File: config.mk
export PLATFORM = sky130hd
export DESIGN_NAME = fifo_access_ctrl
export DESIGN_NICKNAME = d
export VERILOG_FILES = /design/src/rtl/fifo_ctrl_pkg.sv /design/src/rtl/rr_arb3.sv /design/src/rtl/fifo_access_ctrl.sv
export SDC_FILE = /design/constraint.sdc
export NUM_CORES = 1
export LEC_CHECK = 0
export CAP_MARGIN = 25
export CELL_PAD_IN_SITES_DETAIL_PLACEMENT = 2
export CELL_PAD_IN_SITES_GLOBAL_PLACEMENT = 2
export CORE_ASPECT_RATIO = 1.2
export CORE_MARGIN = 2
export CORE_UTILIZATION = 19
export DETAILED_ROUTE_END_ITERATION = 8
export PLACE_DENSITY = 0.84
export SETUP_SLACK_MARGIN = 0.4
export SLEW_MARGIN = 15
export SYNTH_ARGS = -nofsm -noshare
export SYNTH_HDL_FRONTEND = slang
export SYNTH_HIERARCHICAL = 1
export SYNTH_SLANG_ARGS = --single-unit
File: constraint.sdc
create_clock -name clk -period 3.4 [get_ports clk]
set_input_delay 0.68 -clock clk [delete_from_list [all_inputs] [get_ports clk]]
set_output_delay 0.68 -clock clk [all_outputs]
set_load 0.03 [all_outputs]
File: src/rtl/fifo_ctrl_pkg.sv
// Shared defaults and slot encodings for the FIFO access controller.
package fifo_ctrl_pkg;
  localparam int DEPTH_DEF   = 8;
  localparam int WIDTH_DEF   = 8;
  localparam int RD_PRIO_DEF = 6;
  localparam int CNT_W       = $clog2(DEPTH_DEF + 1);

  localparam logic [1:0] SLOT_A = 2'd0;
  localparam logic [1:0] SLOT_B = 2'd1;
  localparam logic [1:0] SLOT_R = 2'd2;
endpackage

File: src/rtl/rr_arb3.sv
// Three-way round-robin arbiter (A, B, R) with a read-priority override.
module rr_arb3
  import fifo_ctrl_pkg::*;
(
  input  logic [2:0] req,
  input  logic [1:0] ptr,
  input  logic       prio_en,
  output logic [2:0] grant,
  output logic [1:0] next_ptr
);

  // Pick the first requester at or after the pointer, unless the read override applies.
  always_comb begin
    grant = 3'b000;
    if (prio_en && req[SLOT_R]) begin
      grant = 3'b100;
    end else begin
      case (ptr)
        SLOT_B: begin
          if (req[SLOT_B])      grant = 3'b010;
          else if (req[SLOT_R]) grant = 3'b100;
          else if (req[SLOT_A]) grant = 3'b001;
          else                  grant = 3'b000;
        end
        SLOT_R: begin
          if (req[SLOT_R])      grant = 3'b100;
          else if (req[SLOT_A]) grant = 3'b001;
          else if (req[SLOT_B]) grant = 3'b010;
          else                  grant = 3'b000;
        end
        default: begin
          if (req[SLOT_A])      grant = 3'b001;
          else if (req[SLOT_B]) grant = 3'b010;
          else if (req[SLOT_R]) grant = 3'b100;
          else                  grant = 3'b000;
        end
      endcase
    end
  end

  // Pointer moves to the slot after the winner; holds when nothing is granted.
  always_comb begin
    case (grant)
      3'b001:  next_ptr = SLOT_B;
      3'b010:  next_ptr = SLOT_R;
      3'b100:  next_ptr = SLOT_A;
      default: next_ptr = ptr;
    endcase
  end

endmodule

File: src/rtl/fifo_access_ctrl.sv
// Shares one FIFO between producers A/B and a consumer; one registered command per cycle.
module fifo_access_ctrl
  import fifo_ctrl_pkg::*;
#(
  parameter int DEPTH       = DEPTH_DEF,
  parameter int WIDTH       = WIDTH_DEF,
  parameter int RD_PRIO_LVL = RD_PRIO_DEF,
  localparam int OCC_W      = $clog2(DEPTH + 1)
)(
  input  logic             clk,
  input  logic             reset,
  input  logic             a_valid,
  input  logic [WIDTH-1:0] a_data,
  output logic             a_ready,
  input  logic             b_valid,
  input  logic [WIDTH-1:0] b_data,
  output logic             b_ready,
  input  logic             rd_req,
  output logic             rd_ack,
  output logic             rd_valid,
  output logic [WIDTH-1:0] rd_data,
  output logic             fifo_wr_en,
  output logic             fifo_rd_en,
  output logic [WIDTH-1:0] fifo_din,
  input  logic [WIDTH-1:0] fifo_dout,
  output logic [OCC_W-1:0] occupancy
);

  logic [OCC_W-1:0] cnt_r;
  logic [1:0]       ptr_r;
  logic [1:0]       next_ptr_s;
  logic [2:0]       req_s;
  logic [2:0]       grant_s;
  logic             prio_s;
  logic             wr_grant_s;
  logic             wr_en_r;
  logic             rd_en_r;
  logic [WIDTH-1:0] din_r;
  logic [1:0]       rd_pipe_r;

  // Eligibility from the shadow count; nothing is granted while reset is held.
  always_comb begin
    req_s  = 3'b000;
    prio_s = (cnt_r >= OCC_W'(RD_PRIO_LVL));
    if (!reset) begin
      req_s[SLOT_A] = a_valid && (cnt_r < OCC_W'(DEPTH));
      req_s[SLOT_B] = b_valid && (cnt_r < OCC_W'(DEPTH));
      req_s[SLOT_R] = rd_req && (cnt_r != {OCC_W{1'b0}});
    end else begin
      req_s = 3'b000;
    end
  end

  rr_arb3 u_arb (
    .req      (req_s),
    .ptr      (ptr_r),
    .prio_en  (prio_s),
    .grant    (grant_s),
    .next_ptr (next_ptr_s)
  );

  assign a_ready    = grant_s[SLOT_A];
  assign b_ready    = grant_s[SLOT_B];
  assign rd_ack     = grant_s[SLOT_R];
  assign wr_grant_s = grant_s[SLOT_A] | grant_s[SLOT_B];

  // Command registers, read-valid pipeline, arbitration pointer and shadow count.
  always_ff @(posedge clk) begin
    if (reset) begin
      cnt_r     <= {OCC_W{1'b0}};
      ptr_r     <= SLOT_A;
      wr_en_r   <= 1'b0;
      rd_en_r   <= 1'b0;
      din_r     <= {WIDTH{1'b0}};
      rd_pipe_r <= 2'b00;
    end else begin
      ptr_r     <= next_ptr_s;
      wr_en_r   <= wr_grant_s;
      rd_en_r   <= grant_s[SLOT_R];
      din_r     <= grant_s[SLOT_A] ? a_data : (grant_s[SLOT_B] ? b_data : {WIDTH{1'b0}});
      rd_pipe_r <= {rd_pipe_r[0], grant_s[SLOT_R]};
      if (wr_grant_s) begin
        cnt_r <= cnt_r + OCC_W'(1);
      end else if (grant_s[SLOT_R]) begin
        cnt_r <= cnt_r - OCC_W'(1);
      end else begin
        cnt_r <= cnt_r;
      end
    end
  end

  assign fifo_wr_en = wr_en_r;
  assign fifo_rd_en = rd_en_r;
  assign fifo_din   = din_r;
  assign occupancy  = cnt_r;
  // FIFO output is registered on the read strobe, so it lines up with the second pipe stage.
  assign rd_valid   = rd_pipe_r[1];
  assign rd_data    = rd_pipe_r[1] ? fifo_dout : {WIDTH{1'b0}};

endmodule

======== After elaboration in Yosys (flattened, before gate mapping) ========
Cells that the tools add are included.
operators by class
  reductions and logical operators ........ 7
  bitwise logic cells ..................... 1
  multiplexer cells ....................... 18
  eq/ne operators ......................... 5
  magnitude comparators ................... 2
  add/subtract/negate cells ............... 2
operator list
  cell                                                               count
  two-way mux 3 bit                                                  9
  two-way mux 8 bit                                                  3
  two-way mux 4 bit                                                  2
  one-hot mux 2 bit (3 select lines)                                 1
  one-hot mux 3 bit (2 select lines)                                 1
  adder 4 x 1 -> 4 bit, second input constant                        1
  greater-or-equal comparator 4 x 3 -> 1 bit, second input constant  1
  logical AND 1 bit                                                  4
  < comparator 4 bit, second input constant                          1
  nonzero test 4 bit                                                 1
  subtractor 4 x 1 -> 4 bit, second input constant                   1
  equality test 3 x 1 -> 1 bit, second input constant                1
  equality test 3 x 2 -> 1 bit, second input constant                1
  equality test 3 bit, second input constant                         1
  nonzero test 3 bit                                                 1
  equality test 2 x 1 -> 1 bit, second input constant                1
  equality test 2 bit, second input constant                         1
  two-way mux 2 bit                                                  1
  nonzero test 2 bit                                                 1
  two-way mux 1 bit                                                  1
  OR 1 bit                                                           1
storage, ports and cells
  input port bits ......................... 29
  flip-flop bits (word level) ............. 18
  logic and storage cells ................. 41

======== Longest topological paths before layout ========
Gate-level depths: netlist of run 1.
  word-level depth ........................ 10
  depth in mapped cells ................... 13

======== Modules after synthesis ========
Netlist of run 1, hierarchy kept.
modules (own cells, without submodules)
  module            seq. area each (sq um)  area each (sq um)  instances  cells each
  fifo_access_ctrl  340.3                   733.2              1          78
  rr_arb3           0.0                     181.4              1          28

======== Least setup slack after synthesis of run 1 ========
Ideal clock, no wire load.
  path kind ............................... in2reg
  from .................................... input port reset
  to ...................................... register cnt_r[2], in the netlist occupancy[2]
  setup time .............................. 0.123 ns
  arrival time ............................ 2.771 ns
  stages .................................. 13
  setup slack ............................. 0.506 ns
  path through ............................ buf_6 -> nor2_1 -> and2_1 -> o21ai_1 -> and2_1 -> nand2_1 -> inv_1 -> nor2_1 -> xor2_1 -> ha_1 -> o21a_1 -> a21oi_1 -> mux2_1
between the ends
  elaborated cells between the ends (all ways) .. 16
  classes of those cells .................. 13 x mux; 1 x bitwise; 2 x reduce/logical
RTL lines
  what                                                            line                    text
  start: declaration                                              fifo_access_ctrl.sv:11  input logic reset,
  two-way mux 3 bit *                                             fifo_access_ctrl.sv:45  if (!reset) begin
  net req_s[1]                                                    fifo_access_ctrl.sv:32  logic [2:0] req_s;
  two-way mux 3 bit                                               rr_arb3.sv:33           else if (req[SLOT_B]) grant = 3'b010;
  two-way mux 3 bit                                               rr_arb3.sv:32           if (req[SLOT_A]) grant = 3'b001;
  one-hot mux 3 bit (2 select lines) *                            rr_arb3.sv:18           case (ptr)
  two-way mux 3 bit *                                             rr_arb3.sv:15           if (prio_en && req[SLOT_R]) begin
  net a_ready                                                     fifo_access_ctrl.sv:14  output logic a_ready,
  OR 1 bit *                                                      fifo_access_ctrl.sv:65  assign wr_grant_s = grant_s[SLOT_A] | grant_s[SLOT_B];
  two-way mux 4 bit / nonzero test 2 bit (equally long branches)  --
  end signal: assignment                                          fifo_access_ctrl.sv:70  cnt_r <= {OCC_W{1'b0}};
  end signal: assignment                                          fifo_access_ctrl.sv:83  cnt_r <= cnt_r + OCC_W'(1);
  end signal: assignment                                          fifo_access_ctrl.sv:85  cnt_r <= cnt_r - OCC_W'(1);
  end: declaration                                                fifo_access_ctrl.sv:29  logic [OCC_W-1:0] cnt_r;
The timed path passes the listed nets; every way through them passes the cells marked *.
A chain may end at the register's enable or synchronous reset.

======== Worst setup path in the final report of run 1 ========
  from .................................... input port rd_req
  to ...................................... output port b_ready
between the ends
  longest elaborated chain between the ends .. 5
  elaborated cells between the ends (all ways) .. 6
  classes of those cells .................. 4 x mux; 2 x reduce/logical
RTL lines
  what                                line                    text
  start: declaration                  fifo_access_ctrl.sv:18  input logic rd_req,
  logical AND 1 bit *                 fifo_access_ctrl.sv:48  req_s[SLOT_R] = rd_req && (cnt_r != {OCC_W{1'b0}});
  two-way mux 3 bit *                 fifo_access_ctrl.sv:45
  net req_s[2]                        fifo_access_ctrl.sv:32
  two-way mux 3 bit                   rr_arb3.sv:26           if (req[SLOT_R]) grant = 3'b100;
  one-hot mux 3 bit (2 select lines)  rr_arb3.sv:18
  two-way mux 3 bit *                 rr_arb3.sv:15
  end: declaration                    fifo_access_ctrl.sv:17  output logic b_ready,
Marked as above.

==> results of run 1 <==
-- synth_stat cells (2+ instances only) --
library cell,instances,area share [%]
ha_1,3,4.1
a21oi_1,5,2.7
nand2_1,5,2.1
nor2_1,17,7.0
inv_1,6,2.5
mux2_1,2,2.5
dfxtp_1,17,37
a22oi_1,7,5.7
nor2b_1,7,4.8
and2_1,11,7.5
nand2b_1,2,1.4
xor2_1,2,1.9
buf_2,2,1.1
-- critical path, stage by stage --
cell	delay [ns]
clkdlybuf4s50_1	0.45
nor3b_2	0.18
nand2b_1	0.16
a21oi_2	0.08
o211ai_4	0.20
inv_2	0.07
buf_4	0.17
buf_4	0.17
-- sequential cells by signal, summed over array words and instances (netlist names) --
name / flops
ptr_r: 2
fifo_din: 8
rd_pipe_r: 2
fifo_wr_en: 1
occupancy: 4
-- per-layer routing --
metal / routed length [um] / share of wire [%] / GRT usage (%) / up-vias
met5: 0 / 0 / 0 / -
li1: - / - / - / 474
met3: 210 / 6.3 / 2.26 / 2
met2: 1900 / 57 / 25.9 / 33
met1: 1200 / 36 / 13.0 / 482
met4: 17 / 0.51 / 3.67 / 0
-- final cells by class --
class	instances	area (um^2)	share of cell area (%)
multi-input cells	78	536	33.2
repair buffers	61	592	36.7
flip-flops and latches	17	340	21.1
well taps	58	72.6	4.50
inverters	7	26.3	1.63
clock buffers	4	45.0	2.80
-- how the worst min path moves through the flow --
stage                       from            to  slack (ns)  depth (start not counted)
detailed placement  rd_pipe_r[0]  rd_pipe_r[1]        0.48                          1
finish              rd_pipe_r[0]  rd_pipe_r[1]        0.48                          1
floorplan           rd_pipe_r[0]  rd_pipe_r[1]        0.60                          1
CTS                 rd_pipe_r[0]  rd_pipe_r[1]        0.49                          1
global placement    rd_pipe_r[0]  rd_pipe_r[1]        0.45                          1
global route        rd_pipe_r[0]  rd_pipe_r[1]        0.50                          1
-- per-stage QoR --
step,hold slack (ns),cells
CTS,0.488,224
floorplan,0.598,106
detailed placement,0.478,218
finish,0.481,225
global placement,0.450,218
global route,0.500,225
-- layout by cell type (no fill, tap or decap), types with 5 or more instances in the layout --
cell type / netlist / routed
a21oi_1: 5 / 5
a22oi_1: 7 / 7
and2_1: 11 / 10
buf_4: 0 / 9
clkdlybuf4s50_1: 0 / 50
dfxtp_1: 17 / 17
inv_1: 6 / 6
nand2_1: 5 / 5
nor2_1: 17 / 16
nor2b_1: 7 / 7
-- power groups by stage --
stage          clock (mW)  combinational (mW)  sequential (mW)
4_1_cts             0.163               0.355            0.259
3_3_place_gp            0               0.326            0.261
3_5_place_dp            0               0.341            0.263
6_report            0.157               0.357            0.258
2_1_floorplan           0               0.160            0.303
5_1_grt             0.172               0.391            0.264
-- what timing repair did --
action                     in CTS  in global routing
pin swaps                       0                  1
setup endpoints to repair       2                  3
resized for setup               3                  3
hold buffers                    0                  0
setup buffers                   2                  1
-- cell families after synthesis --
group / Yosys count / share of synthesized area, %
AND/OR/NAND/NOR: 48 / 28.3
multiplexers: 3 / 3.56
adder cells (fa/ha/maj): 4 / 5.34
buffers and inverters: 11 / 5.61
AO/OA/AOI/OAI: 20 / 17.1
XOR/XNOR: 3 / 2.87
flip-flops: 17 / 37.2
==> results.sh, run 1 <==
export IMPL_power_leakage_nw=0.647
export IMPL_final_setup_viol_count=0
export IMPL_min_period_ns=2.84
export IMPL_drive_gt1_share_pct=15.0
export IMPL_setup_slack_ns=0.560
export IMPL_p_sw_uw=292
export IMPL_finalNetCount=200
export IMPL_drc_errors=0
export IMPL_grt_overflow=0
export IMPL_crit_path_end_kind="primary output"
export IMPL_relSlewSlack_pct=64.2
export IMPL_clockBufferDepth=2
export IMPL_synth_seq_cells=17
export IMPL_grt_max_degree=19
export IMPL_dieArea_um2=5390
export IMPL_clkLatencyLatePin_ns=0.25
export IMPL_area_growth_pct=76.2
export IMPL_dr_pass1_iters=3
export IMPL_sequentialPowerShare_pct=33.4
export IMPL_viasPerCell=4.40
export IMPL_numCtsBuffers=3
export IMPL_syn_num_nets=138
export IMPL_synth_area_um2=915
export IMPL_synth_edf_count=0
export IMPL_floorplan_initialDensity_pct=19.8
export IMPL_ys_warn_count=6
export IMPL_synth_seq_area_share_pct=37.2
export IMPL_pwr_share_clk_pct=20.3
export IMPL_drv_slew=0
export IMPL_worstSetupPathType="in2out"
export IMPL_die_w_um=67.3
export IMPL_crit_end="b_ready"
export IMPL_drtAntennaViolNets=0
export IMPL_p_per_area_nw_per_um2=479
export IMPL_power_switching_share_pct=37.9
export IMPL_p_total_uw=772
export IMPL_synth_ff_type="dfxtp_1"
export IMPL_ios=55
export IMPL_synth_cell_types=33
export IMPL_postLayoutCellArea_um2=1610
export IMPL_worstMarginPinSlew_ns=0.536
export IMPL_fmax_mhz=352
export IMPL_wl_per_cell_um=14.8
export IMPL_fin_crit_sh_pct=83.5
export IMPL_drv_cap=0
export IMPL_core_area_um2=4630
export IMPL_io_buffers=54
export IMPL_post_dp_hpwl_mm=2.58
export IMPL_post_dp_cell_area_um2=1530
export IMPL_fillers=524
export IMPL_antenna_found_initial=0
export IMPL_std_cell_rows=27
export IMPL_clk_pin_slew_ns=0.07
export IMPL_rsz0062_at_grt="no"
export IMPL_reg2reg_to="occupancy[2]"
export IMPL_cell_internal_pwr_uw=480
export IMPL_crit_arrival_ns=2.16
export IMPL_vias=991
export IMPL_grt_pass1_vias=1080
export IMPL_ir_drop_v=0.000272
export IMPL_gp_congestion=0.697
export IMPL_combPwrFrac_pct=46.3
export IMPL_cts_tree="yes"
export IMPL_grt_pass1_wl_mm=5.26
export IMPL_synth_avg_cell_area_um2=8.63
export IMPL_wl_mm=3.33
export IMPL_rr_startpoint="occupancy[0]"
export IMPL_synth_async_sr_flop_share_pct=0
export IMPL_fin_setup_tns_ns=0
export IMPL_drtIter0Drc=5
export IMPL_utilization_pct=34.8
export IMPL_finalHoldViolCount=0
export IMPL_startpoint_type="primary input"
export IMPL_cp_required_ns=2.72
export IMPL_syn_inst=106
export IMPL_die_height_um=80.0
export IMPL_min_path_type="reg2reg"
export IMPL_dpl_worst_slack_ns=0.153
export IMPL_status="finished clean"
export IMPL_reg2reg_slack_ns=0.82
export IMPL_reg2reg_depth=12
export IMPL_root_buffer="clkbuf_8"
export IMPL_fin_skew_ns=0.00136
export IMPL_grtUsageTotal_pct=12.9
export IMPL_cts_sinks=17
export IMPL_diodes=0
export IMPL_crit_start="rd_req"
export IMPL_crit_fanout=7
export IMPL_htree_levels=1
No activity file was read; power rests on OpenSTA's default activity.
==> run 2: changes to the inputs <==
- clock period: 3.4 -> 2.8 ns (I/O delays scaled with it)
==> run 2 against run 1 <==
Non-clock buffer count rose by 12; wire length up 23%; sequential power rose by 26%; largest cell class unchanged; total power rose by 45%; via count up 5.9%.
==> results.sh, run 2 (synthesized netlist as in run 1, its figures left out) <==
export IMPL_hold_end="rd_pipe_r[1]"
export IMPL_seqCellArea_um2=357
export IMPL_grt_max_degree=19
export IMPL_dr_pass1_iters=3
export IMPL_cts_tree="yes"
export IMPL_hold_start="rd_pipe_r[0]"
export IMPL_relSlewSlack_pct=76.9
export IMPL_cp_required_ns=2.95
export IMPL_fmax_mhz=401
export IMPL_reg2reg_to="occupancy[2]"
export IMPL_crit_path_end_kind="flop"
export IMPL_finalHoldViolCount=0
export IMPL_final_setup_viol_count=0
export IMPL_drive_gt1_share_pct=33.0
export IMPL_fin_skew_ns=0.00327
export IMPL_worstSetupPathType="in2reg"
export IMPL_largest_reg_flops=8
export IMPL_final_cell_mix="clkdlybuf4s50_1 (44), buf_4 (18), nor2_1 (14), dfxtp_1 (12), and2_1 (8)"
export IMPL_rr_startpoint="occupancy[1]"
export IMPL_fillers=507
export IMPL_drtIter0Drc=34
export IMPL_gp_congestion=0.745
export IMPL_multi_input_area_um2=648
export IMPL_io_buffers=54
export IMPL_grt_overflow=0
export IMPL_post_dp_hpwl_mm=2.72
export IMPL_startpoint_type="primary input"
export IMPL_power_leakage_nw=0.789
export IMPL_clk_pin_slew_ns=0.07
export IMPL_antenna_found_initial=0
export IMPL_vias=1049
export IMPL_crit_fanout=4
export IMPL_grtUsageTotal_pct=14.3
export IMPL_std_cell_rows=27
export IMPL_grt_pass1_vias=1176
export IMPL_finalNetCount=212
export IMPL_drtAntennaViolNets=0
export IMPL_root_buffer="clkbuf_8"
export IMPL_htree_levels=1
export IMPL_die_w_um=67.3
export IMPL_crit_arrival_ns=2.64
export IMPL_hold_ws_ns=0.485
export IMPL_wl_mm=4.11
export IMPL_worstMarginPinSlew_ns=0.345
export IMPL_grt_pass1_wl_mm=5.80
export IMPL_reg2reg_depth=12
export IMPL_ir_drop_v=0.000275
export IMPL_rsz0062_at_grt="yes"
export IMPL_area_growth_pct=102
export IMPL_min_period_ns=2.49
export IMPL_viasPerCell=4.43
export IMPL_core_area_um2=4630
export IMPL_fin_crit_sh_pct=89.0
export IMPL_fin_setup_tns_ns=0
export IMPL_cts_sinks=17
export IMPL_min_path_type="reg2reg"
export IMPL_drv_cap=0
export IMPL_status="finished clean"
export IMPL_floorplan_initialDensity_pct=19.8
export IMPL_die_height_um=80.0
export IMPL_cts_hold_fix_buffers=0
export IMPL_dieArea_um2=5390
export IMPL_min_path_cells=1
export IMPL_numCtsBuffers=3
export IMPL_drc_errors=0
export IMPL_layout_commonest_cell="clkdlybuf4s50_1"
export IMPL_clkLatencyLatePin_ns=0.26
export IMPL_reg2reg_slack_ns=0.34
export IMPL_ios=55
export IMPL_drv_slew=0
export IMPL_p_per_area_nw_per_um2=606
export IMPL_diodes=0
export IMPL_clockBufferDepth=2
export IMPL_wl_per_cell_um=17.3
## run 2: cell types whose count changed in the layout (fill, tap and decap cells not counted), sizes merged
cell           change
dlymetal6s2s       +2
inv                -1
clkbuf             -1
clkinv             +1
clkinvlp           +1
clkdlybuf4s50      -6
dlygate4sd2        +3
buf               +13
## run 2: repair_timing
action,4_1_cts,5_1_grt
gates resized for setup,23,13
buffers inserted,3,6
endpoints found under the setup margin,15,15
pin swaps,7,5
## run 2: worst max path at each step
stage,startpoint,endpoint,slack [ns],cells after the start
after floorplan,reset,occupancy[2],0.27,13
after global placement,reset,occupancy[2],-0.02,12
after global routing,rd_req,occupancy[2],0.22,12
final,a_valid,occupancy[2],0.31,11
after CTS,occupancy[0],b_ready,0.34,8
after detailed placement,reset,occupancy[2],-0.18,12
## run 2: stage by stage
stage / std cells / instance area [um^2] / total power, mW / util, % / setup slack, ns
after global routing: 237 / 1850 / 1.19 / 39.9 / 0.219
after CTS: 231 / 1750 / 1.06 / 37.8 / 0.343
after floorplan: 106 / 966 / 0.588 / - / 0.268
after detailed placement: 224 / 1620 / 0.788 / 35.0 / -0.184
after global placement: 224 / 1620 / 0.762 / 35.0 / -0.0240
final: 237 / 1850 / 1.12 / 39.9 / 0.309
## run 2: power by group
group          leakage [nW]  switching [mW]  total (mW)  internal [mW]
combinational         0.622           0.310       0.605          0.295
sequential            0.142          0.0412       0.325          0.284
clock                0.0255          0.0892       0.188         0.0991
total                 0.789           0.440        1.12          0.679
## run 2: routing by layer
layer / part of all wire (%) / GRT usage, % / vias up / wire (um)
li1: - / - / 499 / -
met1: 39 / 15.5 / 492 / 1590
met2: 52 / 27.9 / 54 / 2140
met3: 8.4 / 2.54 / 4 / 343
met4: 0.71 / 3.06 / 0 / 29
met5: 0 / 0 / - / 0
## run 2: critical path, stage by stage
cell             delay [ns]
clkdlybuf4s50_1        0.45
and2_4                 0.16
a21oi_4                0.04
o211ai_4               0.22
inv_4                  0.08
nor2_4                 0.13
xor2_1                 0.21
ha_2                   0.25
inv_2                  0.07
a21oi_4                0.16
mux2_4                 0.31
## run 2: cell type report
| class | count | share of cell area (%) |
|---|---|---|
| Inverter | 7 | 1.76 |
| Sequential cell | 17 | 19.3 |
| Timing Repair Buffer | 73 | 37.4 |
| Tap cell | 58 | 3.93 |
| Multi-Input combinational cell | 78 | 35.1 |
| Clock inverter | 1 | 0.271 |
| Clock buffer | 3 | 2.24 |
==> run 3: changes to the inputs <==
- SKIP_CTS_REPAIR_TIMING: not set -> 1
==> run 3 against run 2 <==
Global-route usage decreased by 0.63 points; critical path depth down 3; wire length down 6.8%; sequential cell count did not move; worst setup slack better by 0.068 ns; worst hold slack worse by 0.0041 ns; first-iteration DRC count is 32% lower; critical endpoint is now b_ready.
==> results.sh, run 3 (synthesized netlist as in run 1, its figures left out) <==
export IMPL_status="finished clean"
export IMPL_grt_pass1_vias=1154
export IMPL_clockBufferDepth=2
export IMPL_relSlewSlack_pct=75.9
export IMPL_grt_overflow=0
export IMPL_crit_fanout=5
export IMPL_hold_ws_ns=0.481
export IMPL_min_period_ns=2.42
export IMPL_finalNetCount=208
export IMPL_grtUsageTotal_pct=13.7
export IMPL_p_per_area_nw_per_um2=598
export IMPL_root_buffer="clkbuf_8"
export IMPL_slowest_delay_ns=0.37
export IMPL_die_height_um=80.0
export IMPL_combPwrFrac_pct=53.4
export IMPL_post_dp_hpwl_mm=2.72
export IMPL_min_path_type="reg2reg"
export IMPL_floorplan_initialDensity_pct=19.8
export IMPL_p_sw_uw=428
export IMPL_largest_reg_flops=8
export IMPL_crit_path_cell_trace="nor4_4 > nor3b_4 > nand2b_4 > a21oi_4 > o211ai_4 > inv_4 > buf_4 > buf_6"
export IMPL_seqCellArea_um2=358
export IMPL_ir_drop_v=0.000285
export IMPL_reg2reg_slack_ns=0.40
export IMPL_io_buffers=54
export IMPL_hold_start="rd_pipe_r[0]"
export IMPL_setup_slack_ns=0.377
export IMPL_fin_setup_tns_ns=0
export IMPL_drv_slew=0
export IMPL_power_leakage_nw=0.807
export IMPL_rsz0062_at_grt="yes"
export IMPL_fin_crit_sh_pct=86.5
export IMPL_core_area_um2=4630
export IMPL_htree_levels=1
export IMPL_fmax_mhz=413
export IMPL_drtAntennaViolNets=0
export IMPL_min_path_cells=1
export IMPL_multi_input_area_um2=654
export IMPL_cts_sinks=17
export IMPL_worstMarginPinSlew_ns=0.360
export IMPL_power_switching_share_pct=39.0
export IMPL_cts_tree="yes"
export IMPL_layout_commonest_cell="clkdlybuf4s50_1"
export IMPL_drive_gt1_share_pct=30.9
export IMPL_reg2reg_depth=12
export IMPL_final_cell_mix="clkdlybuf4s50_1 (44), buf_4 (16), nor2_1 (14), dfxtp_1 (11), and2_1 (8)"
export IMPL_crit_path_end_kind="primary output"
export IMPL_viasPerCell=4.46
export IMPL_drv_cap=0
export IMPL_grt_pass1_wl_mm=5.58
export IMPL_rr_startpoint="occupancy[2]"
export IMPL_std_cell_rows=27
export IMPL_hold_end="rd_pipe_r[1]"
export IMPL_dieArea_um2=5390
export IMPL_die_w_um=67.3
export IMPL_vias=1040
export IMPL_clkLatencyLatePin_ns=0.26
export IMPL_crit_arrival_ns=1.86
export IMPL_drc_errors=0
export IMPL_grt_max_degree=19
export IMPL_finalHoldViolCount=0
export IMPL_reg2reg_to="occupancy[2]"
export IMPL_area_growth_pct=101
export IMPL_fillers=511
export IMPL_antenna_found_initial=0
export IMPL_clk_pin_slew_ns=0.07
export IMPL_wl_per_cell_um=16.4
export IMPL_crit_path_top_delay_cell="dfxtp_4"
export IMPL_wl_mm=3.83
export IMPL_numCtsBuffers=3
export IMPL_startpoint_type="flop"
export IMPL_gp_congestion=0.745
export IMPL_diodes=0
export IMPL_final_setup_viol_count=0
export IMPL_utilization_pct=39.6
export IMPL_drtIter0Drc=23
export IMPL_cp_required_ns=2.24
export IMPL_ios=55
export IMPL_worstSetupPathType="reg2out"
export IMPL_cell_internal_pwr_uw=668
export IMPL_fin_skew_ns=0.00206
export IMPL_sequentialPowerShare_pct=29.7
export IMPL_dr_pass1_iters=3
export IMPL_dpl_worst_slack_ns=-0.184
export IMPL_pwr_share_clk_pct=17.0
## run 3: cell types whose count changed in the layout (fill, tap and decap cells not counted), moves of 2 or more
| cell | previous run | this run |
|---|---|---|
| buf_4 | 18 | 16 |
| dlymetal6s2s_1 | 3 | 7 |
| dlygate4sd2_1 | 3 | 0 |
| buf_6 | 4 | 2 |
## run 3: worst max path at each step
stage	startpoint	endpoint	slack, ns
after global routing	occupancy[2]	b_ready	0.29
after detailed placement	reset	occupancy[2]	-0.18
after floorplan	reset	occupancy[2]	0.27
after global placement	reset	occupancy[2]	-0.02
final	occupancy[2]	b_ready	0.38
after CTS	reset	b_ready	0.01
## run 3: critical path, delay by kind of cell (launching register included)
kind	cells	cell delay, ns
buffers and inverters	3	0.38
AO/OA/AOI/OAI	2	0.25
AND/OR/NAND/NOR	3	0.61
flip-flops	1	0.37
## run 3: power groups by stage
stage,logic (mW),clock network [mW],registers [mW]
final,0.585,0.186,0.325
after global routing,0.626,0.209,0.329
after CTS,0.482,0.188,0.321
after detailed placement,0.463,0,0.325
after global placement,0.442,0,0.320
after floorplan,0.216,0,0.372
## run 3: metal layers
layer	share of wire [%]	GRT usage, %	wire length [um]	up-vias
li1	-	-	-	493
met1	40	15.0	1520	489
met2	50	26.5	1930	54
met3	8.2	2.26	313	4
met4	1.6	3.06	61	0
met5	0	0	0	-
## run 3: stage by stage
stage                     area [um^2]  power [mW]  instances
final                            1830        1.10        233
after floorplan                   966       0.588        106
after CTS                        1670       0.991        228
after global routing             1830        1.16        233
after global placement           1620       0.762        224
after detailed placement         1620       0.788        224
## run 3: area by class of cell
cell class | instances | area share (%)
inverters | 7 | 1.77
flip-flops and latches | 17 | 19.5
multi-input cells | 78 | 35.7
clock buffers | 3 | 2.25
clock inverters | 1 | 0.273
repair buffers | 69 | 36.6
well taps | 58 | 3.96
